$ cat src/rtl/ddr_pkg.sv
// Shared DDR controller types: CAS request encoding and data-phase FSM states.
// No logic, no latency.
// No flow control; types only.
package ddr_pkg;

    localparam logic [2:0] RD_R  = 3'd1;
    localparam logic [2:0] RDA_R = 3'd2;
    localparam logic [2:0] WR_R  = 3'd3;
    localparam logic [2:0] WRA_R = 3'd4;

    typedef enum logic [1:0] {
        DATA_IDLE,
        DATA_WAIT,
        DATA_READ,
        DATA_WRITE
    } data_fsm_type;

    function automatic logic cas_is_legal(input logic [2:0] req);
        return (req == RD_R) || (req == RDA_R) || (req == WR_R) || (req == WRA_R);
    endfunction

    function automatic logic cas_is_wr(input logic [2:0] req);
        return (req == WR_R) || (req == WRA_R);
    endfunction

endpackage

$ cat src/rtl/ctrl_data_fifo.sv
// Show-ahead queue of outstanding CAS entries {is_wr, start}.
// Push visible at head the cycle after; pop takes effect at the clock edge.
// Push while full and pop while empty are ignored.
module ctrl_data_fifo #(
    parameter int DEPTH = 4,
    parameter int W     = 9
) (
    input  logic         clk,
    input  logic         reset,
    input  logic         push,
    input  logic [W-1:0] push_dat,
    input  logic         pop,
    output logic [W-1:0] head_dat,
    output logic         full,
    output logic         empty
);
    localparam int AW = $clog2(DEPTH);

    logic [W-1:0]  mem [DEPTH];
    logic [AW-1:0] wr_ptr;
    logic [AW-1:0] rd_ptr;
    logic [AW:0]   count;
    logic          do_push;
    logic          do_pop;

    assign do_push  = push && !full;
    assign do_pop   = pop && !empty;
    assign full     = (count == (AW+1)'(DEPTH));
    assign empty    = (count == '0);
    assign head_dat = mem[rd_ptr];

    always_ff @(posedge clk) begin
        if (do_push) mem[wr_ptr] <= push_dat;
    end

    always_ff @(posedge clk) begin
        if (reset) begin
            wr_ptr <= '0;
            rd_ptr <= '0;
            count  <= '0;
        end else begin
            if (do_push) wr_ptr <= wr_ptr + AW'(1);
            if (do_pop)  rd_ptr <= rd_ptr + AW'(1);
            case ({do_push, do_pop})
                2'b10:   count <= count + (AW+1)'(1);
                2'b01:   count <= count - (AW+1)'(1);
                default: count <= count;
            endcase
        end
    end

endmodule

$ cat src/rtl/ctrl_burst_data.sv
// Data-phase engine: queues issued CAS commands and runs each DQ burst at now+latency.
// Burst starts exactly AL+CL / AL+CWL clocks after the CAS; rd_data is one register stage behind dq_in.
// No backpressure: CAS while full or illegal is dropped and flagged in err_ovf.
module ctrl_burst_data import ddr_pkg::*; #(
    parameter int DQ_W  = 8,
    parameter int DEPTH = 4,
    parameter int TS_W  = 8
) (
    input  logic              CK_t,
    input  logic              reset,
    input  logic              cas_rdy,
    input  logic [2:0]        cas_req,
    input  logic [4:0]        CL,
    input  logic [4:0]        CWL,
    input  logic [4:0]        AL,
    input  logic [4:0]        BL,
    input  logic [2*DQ_W-1:0] wr_data,
    output logic              wr_data_req,
    output logic [2*DQ_W-1:0] dq_out,
    output logic              dq_oe,
    input  logic [2*DQ_W-1:0] dq_in,
    output logic [2*DQ_W-1:0] rd_data,
    output logic              rd_valid,
    output logic              rw_done,
    output logic              q_full,
    output logic              err_ovf,
    output logic              err_coll
);
    data_fsm_type    state_q, state_d;
    logic [4:0]      beat_q, beat_d;
    logic [4:0]      half;
    logic [TS_W-1:0] now_q, now_nxt;
    logic [TS_W-1:0] lat, push_start, head_start;
    logic [TS_W:0]   head_dat;
    logic            head_wr;
    logic            fifo_full, fifo_empty;
    logic            push, pop, launch;
    logic            in_burst, last_beat, start_nxt, coll_hit;

    assign now_nxt    = now_q + TS_W'(1);
    assign half       = BL >> 1;
    assign lat        = cas_is_wr(cas_req) ? (TS_W'(AL) + TS_W'(CWL)) : (TS_W'(AL) + TS_W'(CL));
    assign push_start = now_q + lat;
    assign push       = cas_rdy && cas_is_legal(cas_req) && !fifo_full;

    ctrl_data_fifo #(.DEPTH(DEPTH), .W(TS_W + 1)) u_fifo (
        .clk      (CK_t),
        .reset    (reset),
        .push     (push),
        .push_dat ({cas_is_wr(cas_req), push_start}),
        .pop      (pop),
        .head_dat (head_dat),
        .full     (fifo_full),
        .empty    (fifo_empty)
    );

    assign head_wr    = head_dat[TS_W];
    assign head_start = head_dat[TS_W-1:0];

    // Starts are looked up one clock ahead so the burst state register is live on beat 0.
    assign in_burst  = (state_q == DATA_READ) || (state_q == DATA_WRITE);
    assign last_beat = in_burst && (beat_q == half - 5'd1);
    assign start_nxt = !fifo_empty && (head_start == now_nxt);
    assign coll_hit  = in_burst && !fifo_empty &&
                       ((head_start == now_q) || (start_nxt && !last_beat));
    assign launch    = start_nxt && (!in_burst || last_beat);
    assign pop       = launch || coll_hit;

    always_comb begin
        state_d = state_q;
        beat_d  = beat_q;
        if (launch) begin
            state_d = head_wr ? DATA_WRITE : DATA_READ;
            beat_d  = '0;
        end else if (!in_burst || last_beat) begin
            state_d = fifo_empty ? DATA_IDLE : DATA_WAIT;
            beat_d  = '0;
        end else begin
            beat_d  = beat_q + 5'd1;
        end
    end

    always_ff @(posedge CK_t) begin
        if (reset) begin
            state_q  <= DATA_IDLE;
            beat_q   <= '0;
            now_q    <= '0;
            rd_data  <= '0;
            rd_valid <= 1'b0;
            rw_done  <= 1'b0;
            err_ovf  <= 1'b0;
            err_coll <= 1'b0;
        end else begin
            state_q  <= state_d;
            beat_q   <= beat_d;
            now_q    <= now_nxt;
            rd_valid <= (state_q == DATA_READ);
            rw_done  <= last_beat;
            if (state_q == DATA_READ) rd_data <= dq_in;
            if (cas_rdy && (fifo_full || !cas_is_legal(cas_req))) err_ovf <= 1'b1;
            if (coll_hit) err_coll <= 1'b1;
        end
    end

    // Write data arrives one clock after the request, so the request tracks the next state.
    assign wr_data_req = !reset && (state_d == DATA_WRITE);
    assign dq_oe       = (state_q == DATA_WRITE);
    assign dq_out      = dq_oe ? wr_data : '0;
    assign q_full      = fifo_full;

endmodule

$ cat config.mk
export PLATFORM = sky130hd
export DESIGN_NAME = ctrl_burst_data
export DESIGN_NICKNAME = d
export VERILOG_FILES = /design/src/rtl/ddr_pkg.sv /design/src/rtl/ctrl_data_fifo.sv /design/src/rtl/ctrl_burst_data.sv
export SDC_FILE = /design/constraint.sdc
export NUM_CORES = 1
export LEC_CHECK = 0
export ABC_AREA = 1
export CAP_MARGIN = 15
export CORE_UTILIZATION = 46
export CTS_CLUSTER_DIAMETER = 120
export CTS_CLUSTER_SIZE = 20
export DETAILED_ROUTE_END_ITERATION = 8
export HOLD_SLACK_MARGIN = 0.02
export PLACE_DENSITY_LB_ADDON = 0.2
export SLEW_MARGIN = 10
export SYNTH_ARGS = -nofsm -noshare
export SYNTH_HDL_FRONTEND = slang
export SYNTH_SLANG_ARGS = --single-unit
$ cat constraint.sdc
create_clock -name CK_t -period 3.2 [get_ports CK_t]
set_input_delay 0.32 -clock CK_t [delete_from_list [all_inputs] [get_ports CK_t]]
set_output_delay 0.32 -clock CK_t [all_outputs]
set_load 0.1 [all_outputs]
==> impl_metrics.json, run 1 <==
{
  "status": "finished clean",
  "core-area_sq_um": 9200,
  "crit_path_cell_trace": "dlygate4sd2_1 > nor2_1 > nand2_1 > nand2_4 > mux2_4 > ha_2 > fa_2 > xor2_1 > ha_1 > nand3_2 > nand2_2 > a21oi_2 > o21bai_1 > nand2_1 > a21oi_2 > xor2_2",
  "postSynthRegisterBits": 80,
  "number_of_remaining_drc_errors": 0,
  "maxSlewHeadroom": 0.336,
  "place_hpwl_mm": 7.53,
  "critPathMaxStageDelay_ns": 0.37,
  "routed_wire_length_per_instance_um": 13.4,
  "fmax_ghz": 0.324,
  "syn_avg_cell_area_sq_um": 7.93,
  "post_synth_num_cell_types": 34,
  "layout_worst_path_cycle_share": 0.964,
  "ir_drop_mv": 0.236,
  "worst-path-buf-inv": 1,
  "die_w_um": 99.2,
  "synth.yosys.seq_area_share": 0.452,
  "cts_hold_repair.buffers": 0,
  "drv.max_cap_violation_count": 0,
  "grt.total_usage": 0.219,
  "critical_path_class": "in2reg",
  "powerDensity_nw_per_um2": 398,
  "finalNetCount": 758,
  "timing.critical_path.fanout_max": 5,
  "clk-insertion-delay-late_ns": 0.36,
  "tritoncts.num_buffers": 9,
  "grt_start_max_net_pins": 23,
  "timing.hold.worst.class": "reg2reg",
  "final_skew_ns": 0.0108,
  "vias_in_the_first_global_route": 3842,
  "drt-total-wl_mm": 10.6,
  "placementRows": 35,
  "final_cell_mix": "nand2_1 (117), nor2_1 (93), clkdlybuf4s50_1 (73), inv_1 (66), buf_4 (54)",
  "timing.setup.tns_ns": 0,
  "critPathRequiredTime_ns": 3.39,
  "die_height_um": 99.2,
  "netlist_area_sq_um": 4340,
  "ant_nets": 0,
  "detail_route.vias_per_cell": 5.06,
  "tritoncts": "built",
  "area_delta_synth_final_pct": 37.2,
  "clk_pin_slew_worst_paths_ns": 0.08,
  "p_total_mw": 2.37,
  "clock_tree.htree_level_count": 3,
  "cpMaxStageDelayCell": "fa_2",
  "floorplan.io_pins": 97,
  "yosys_warning_total": 0,
  "cp_top_family": "adder cells",
  "clock_sink_count": 80,
  "worstSetupEndpointType": "register",
  "post-route-min-period_ns": 3.09,
  "grt_first_pass_wirelength_mm": 16.9,
  "layout_commonest_cell": "nand2_1",
  "report.final.setup_viol": 0,
  "leakage_nw": 2.69,
  "drive_above_1_share": 0.187,
  "gpl.final_weighted_congestion": 0.878,
  "crit_path_start_kind": "input pin",
  "tritonroute_pass_1_iters": 7,
  "synth.net_count": 628,
  "arrival_time_at_the_worst_endpoint_ns": 3.27,
  "die_area_sq_um": 9830,
  "tightestPinTransition_ns": 0.993,
  "via_count": 4015,
  "cts-root-to-sink-buffers": 2,
  "global_route.overflow_total": 0,
  "netlist_instances": 548,
  "buffer_ports.inserted": 95,
  "floorplan.initialDensity": 0.472,
  "number_of_drc_markers_after_the_initial_detailed_route_iteration": 220,
  "cts-root-buf": "clkbuf_8",
  "drv_slew": 0,
  "antenna-diode-count": 0,
  "hold_viol_final": 0,
  "grt_antenna_before_repair": 0
}
metrics by stage:
stage	util	area (sq um)	std cells	setup WS (ns)	hold WS, ns
after floorplan	-	4350	548	0.0291	0.436
after global placement	0.604	5550	774	-0.476	0.446
after detailed placement	0.604	5550	774	-0.612	0.451
after CTS	0.633	5820	793	0.0236	0.464
after global routing	0.648	5960	794	-0.00327	0.497
final	0.648	5960	794	0.115	0.455
worst register-to-register path, cell delays in order (launching register included):
cell	delay, ns
dfxtp_1	0.32
inv_1	0.07
buf_4	0.20
nand3_1	0.12
nand2_2	0.13
buf_4	0.13
nor2_1	0.06
nor2_1	0.13
nand2_1	0.06
nor2_1	0.14
nand3_1	0.09
nand2_1	0.07
nand2_2	0.06
o21ai_0	0.10
ha_1	0.18
inv_1	0.06
fa_1	0.38
a21oi_1	0.15
o21ai_0	0.14
o21ai_1	0.16
a21oi_1	0.06
metal layers:
metal  GRT usage  up-vias  wire [um]
li1            -     2008          -
met1       0.277     1847       4630
met2       0.370      144       5180
met3      0.0492       16        675
met4      0.0792        0        146
met5           0        -          0
sequential cells by signal (all words and copies together) (netlist names), named ones only:
register / cells
beat_q: 5
err_coll: 1
err_ovf: 1
now_q: 8
rd_data: 16
rd_valid: 1
rw_done: 1
state_q: 2
u_fifo.count: 3
u_fifo.mem: 36
u_fifo.rd_ptr: 2
u_fifo.wr_ptr: 2
area by class of cell:
cell class	instances	area, sq um
clock buffer	11	163
timing repair buffer	132	1210
inverter	70	265
multi-input combinational	385	2170
sequential	80	1970
fill	755	3240
tap	111	139
clock inverter	5	43.8
worst paths after layout:
kind,start,end,slack [ns],cells after the start
hold reg to reg,err_coll$_SDFFE_PP0P_,err_coll$_SDFFE_PP0P_,0.46,2
setup reg to reg,register,u_fifo.count[2]$_SDFFE_PP0P_,0.30,20
setup / recovery,cas_req[0],u_fifo.mem[0][7]$_DFFE_PP_,0.11,16
hold / removal,err_coll$_SDFFE_PP0P_,err_coll$_SDFFE_PP0P_,0.46,2
Yosys cell counts:
library cell,count,area share
nor2_2,1,0.0014
inv_1,66,0.057
clkinv_1,1,0.00086
buf_6,3,0.0078
o22ai_1,1,0.0014
xor2_1,17,0.034
buf_4,1,0.0017
nand2_1,119,0.10
o21ai_0,28,0.032
nand3_2,3,0.0069
dfxtp_1,44,0.20
nor3_1,6,0.0069
nand4_1,7,0.010
xor2_2,1,0.0037
a21oi_1,20,0.023
nand2_2,12,0.017
nand4_2,1,0.0029
clkbuf_8,1,0.0032
buf_12,1,0.0046
or2_1,1,0.0014
inv_2,3,0.0026
o21ai_1,1,0.0012
mux2_2,5,0.013
and2_1,3,0.0043
clkbuf_1,6,0.0052
or2_2,2,0.0029
a31oi_1,2,0.0029
edfxtp_1,36,0.25
fa_1,3,0.014
o21bai_1,2,0.0035
nor2_1,95,0.082
nand3_1,36,0.041
ha_1,19,0.055
buf_1,1,0.00086
cells by family (layout without fill, tap and decap cells):
logic type / after synthesis / count (layout) / synth area share
XOR/XNOR: 18 / 18 / 0.0380
AND/OR/NAND/NOR: 286 / 286 / 0.281
multiplexers: 5 / 5 / 0.0130
buffers and inverters: 83 / 218 / 0.0838
AO/OA/AOI/OAI: 54 / 54 / 0.0642
adder cells (fa/ha/maj): 22 / 22 / 0.0686
flip-flops: 80 / 80 / 0.452
power breakdown:
part           leakage (nW)  switching, mW  internal (mW)
Sequential            0.689         0.0174           1.12
Clock                 0.108          0.395          0.363
Combinational          1.89          0.244          0.229
what timing repair did:
action | in CTS | in global routing
endpoints found under the setup margin | 12 | 19
setup buffers | 3 | 1
pin swaps | 8 | 11
cloned | 0 | 0
resized for setup | 12 | 31
Power figures use the tool's default switching activity.
==> run 2: changes to the inputs <==
--- a/config.mk
+++ b/config.mk
@@ -9,9 +9,9 @@
 export CAP_MARGIN = 15
 export CORE_UTILIZATION = 46
 export CTS_CLUSTER_DIAMETER = 120
-export CTS_CLUSTER_SIZE = 20
 export DETAILED_ROUTE_END_ITERATION = 8
 export HOLD_SLACK_MARGIN = 0.02
+export MAX_ROUTING_LAYER = met4
 export PLACE_DENSITY_LB_ADDON = 0.2
 export SLEW_MARGIN = 10
 export SYNTH_ARGS = -nofsm -noshare
==> impl_metrics.json, run 2 (same netlist as run 1, synthesis figures left out) <==
{
  "die_area_sq_um": 9830,
  "antenna-diode-count": 0,
  "drv_slew": 0,
  "finalNonFillerCells": 792,
  "leakage_nw": 2.66,
  "number_of_remaining_drc_errors": 0,
  "final_cell_mix": "nand2_1 (118), nor2_1 (93), clkdlybuf4s50_1 (73), inv_1 (66), buf_4 (52)",
  "detail_route.vias_per_cell": 5.00,
  "status": "finished clean",
  "drive_above_1_share": 0.176,
  "regArea_sq_um": 1970,
  "met1_length_mm": 4.65,
  "final_skew_ns": 0.0128,
  "post-route-min-period_ns": 3.04,
  "die_height_um": 99.2,
  "grt_antenna_before_repair": 0,
  "fillerInstances": 780,
  "multi_input_comb_area_sq_um": 2120,
  "ant_nets": 0,
  "grt.total_usage": 0.223,
  "buffer_ports.inserted": 95,
  "cts-root-buf": "clkbuf_8",
  "ir_drop_mv": 0.274,
  "die_w_um": 99.2,
  "placementRows": 35,
  "vias_in_the_first_global_route": 3679,
  "grt_start_max_net_pins": 23,
  "tritoncts": "built",
  "dp_worst_setup_slack_ns": -0.578,
  "fin_ws_ns": 0.160,
  "clock_sink_count": 80,
  "tritonroute_pass_1_iters": 5,
  "floorplan.io_pins": 97,
  "area_delta_synth_final_pct": 35.1,
  "routed_wire_length_per_instance_um": 13.1,
  "clock_tree.htree_level_count": 3,
  "critical_path_class": "in2reg",
  "finalNetCount": 756,
  "crit_path_start_kind": "input pin",
  "floorplan.initialDensity": 0.472,
  "powerDensity_nw_per_um2": 388,
  "global_route.overflow_total": 0,
  "number_of_drc_markers_after_the_initial_detailed_route_iteration": 236,
  "met2_length_mm": 4.91,
  "p_total_mw": 2.28,
  "critPathRequiredTime_ns": 3.39,
  "fmax_ghz": 0.329,
  "via_count": 3960,
  "cts-root-to-sink-buffers": 2,
  "drt-total-wl_mm": 10.4,
  "placed_cells_incl_taps": 773,
  "hold_viol_final": 0,
  "top_signal_layer_used": "met4",
  "tritoncts.num_buffers": 9,
  "drv.max_cap_violation_count": 0,
  "worstSetupEndpointType": "register",
  "clk-insertion-delay-late_ns": 0.36,
  "gpl.final_weighted_congestion": 0.889,
  "cts_hold_repair.buffers": 0,
  "largest_register_ffs": 36,
  "register_with_the_most_flip_flops": "u_fifo.mem",
  "biggestRegsByFlops": "u_fifo.mem x36, rd_data x16, now_q x8",
  "timing.critical_path.fanout_max": 5,
  "maxSlewHeadroom": 0.337,
  "core-area_sq_um": 9200,
  "clk_pin_slew_worst_paths_ns": 0.09,
  "timing.hold.worst.class": "reg2reg",
  "report.final.setup_viol": 0,
  "timing.setup.tns_ns": 0,
  "met3_wirelength_um": 621,
  "layout_commonest_cell": "nand2_1",
  "tightestPinTransition_ns": 0.991,
  "layout_worst_path_cycle_share": 0.950,
  "grt_first_pass_wirelength_mm": 16.6,
  "arrival_time_at_the_worst_endpoint_ns": 3.23,
  "place_hpwl_mm": 7.43
}
-- run 2: cell count changes in the layout (fill, tap and decap cells not counted), sizes merged --
cell	before	now
buf	56	54
clkbuf	11	9
clkinv	2	4
dlygate4sd2	2	1
dlymetal6s2s	1	2
-- run 2: final timing paths --
path                                                     end                   from  slack [ns]  depth (start not counted)
worst max-delay path              u_fifo.mem[1][7]$_DFFE_PP_             cas_req[1]        0.16                         16
worst min-delay path                   err_coll$_SDFFE_PP0P_  err_coll$_SDFFE_PP0P_        0.47                          2
worst max register to register  u_fifo.count[2]$_SDFFE_PP0P_               register        0.32                         17
worst min register to register         err_coll$_SDFFE_PP0P_  err_coll$_SDFFE_PP0P_        0.47                          2
-- run 2: critical path, cell delays in order --
cell and delay [ns]:
dlygate4sd2_1 0.26, nor2_1 0.11, nand2_1 0.08, nand2_2 0.11, mux2_4 0.32, ha_4 0.18, fa_2 0.38, xor2_1 0.17
ha_1 0.34, nand3_1 0.10, nand2_1 0.10, a21oi_1 0.07, o21bai_1 0.17, nand2_1 0.12, a21oi_2 0.20, xor2_2 0.20
-- run 2: layout make-up --
cell class / instances / share of cell area
Multi-Input combinational cell: 385 / 0.362
Sequential cell: 80 / 0.336
Timing Repair Buffer: 130 / 0.203
Inverter: 70 / 0.0452
Tap cell: 111 / 0.0237
Clock buffer: 9 / 0.0211
Clock inverter: 7 / 0.00917
-- run 2: per-layer routing --
layer	track usage	vias up
li1	-	2006
met2	0.358	131
met3	0.0387	16
met1	0.282	1807
met4	0.0860	0
met5	-	-
-- run 2: repair_timing --
action                                  CTS  global route
endpoints found under the setup margin   16            18
buffers inserted                          3             0
resized for setup                        12            21
pin swaps                                 6             6
-- run 2: report_power, final --
group | switching [mW] | leakage [nW] | internal (mW)
logic | 0.232 | 1.88 | 0.219
registers | 0.0157 | 0.688 | 1.12
clock network | 0.397 | 0.0959 | 0.289
-- run 2: metrics by stage --
| step | area [sq um] | hold WS [ns] | util |
|---|---|---|---|
| 6_report | 5870 | 0.467 | 0.638 |
| 5_1_grt | 5870 | 0.500 | 0.638 |
| 4_1_cts | 5800 | 0.482 | 0.630 |
| 3_5_place_dp | 5540 | 0.468 | 0.603 |
| 3_3_place_gp | 5540 | 0.450 | 0.603 |
| 2_1_floorplan | 4350 | 0.436 | - |
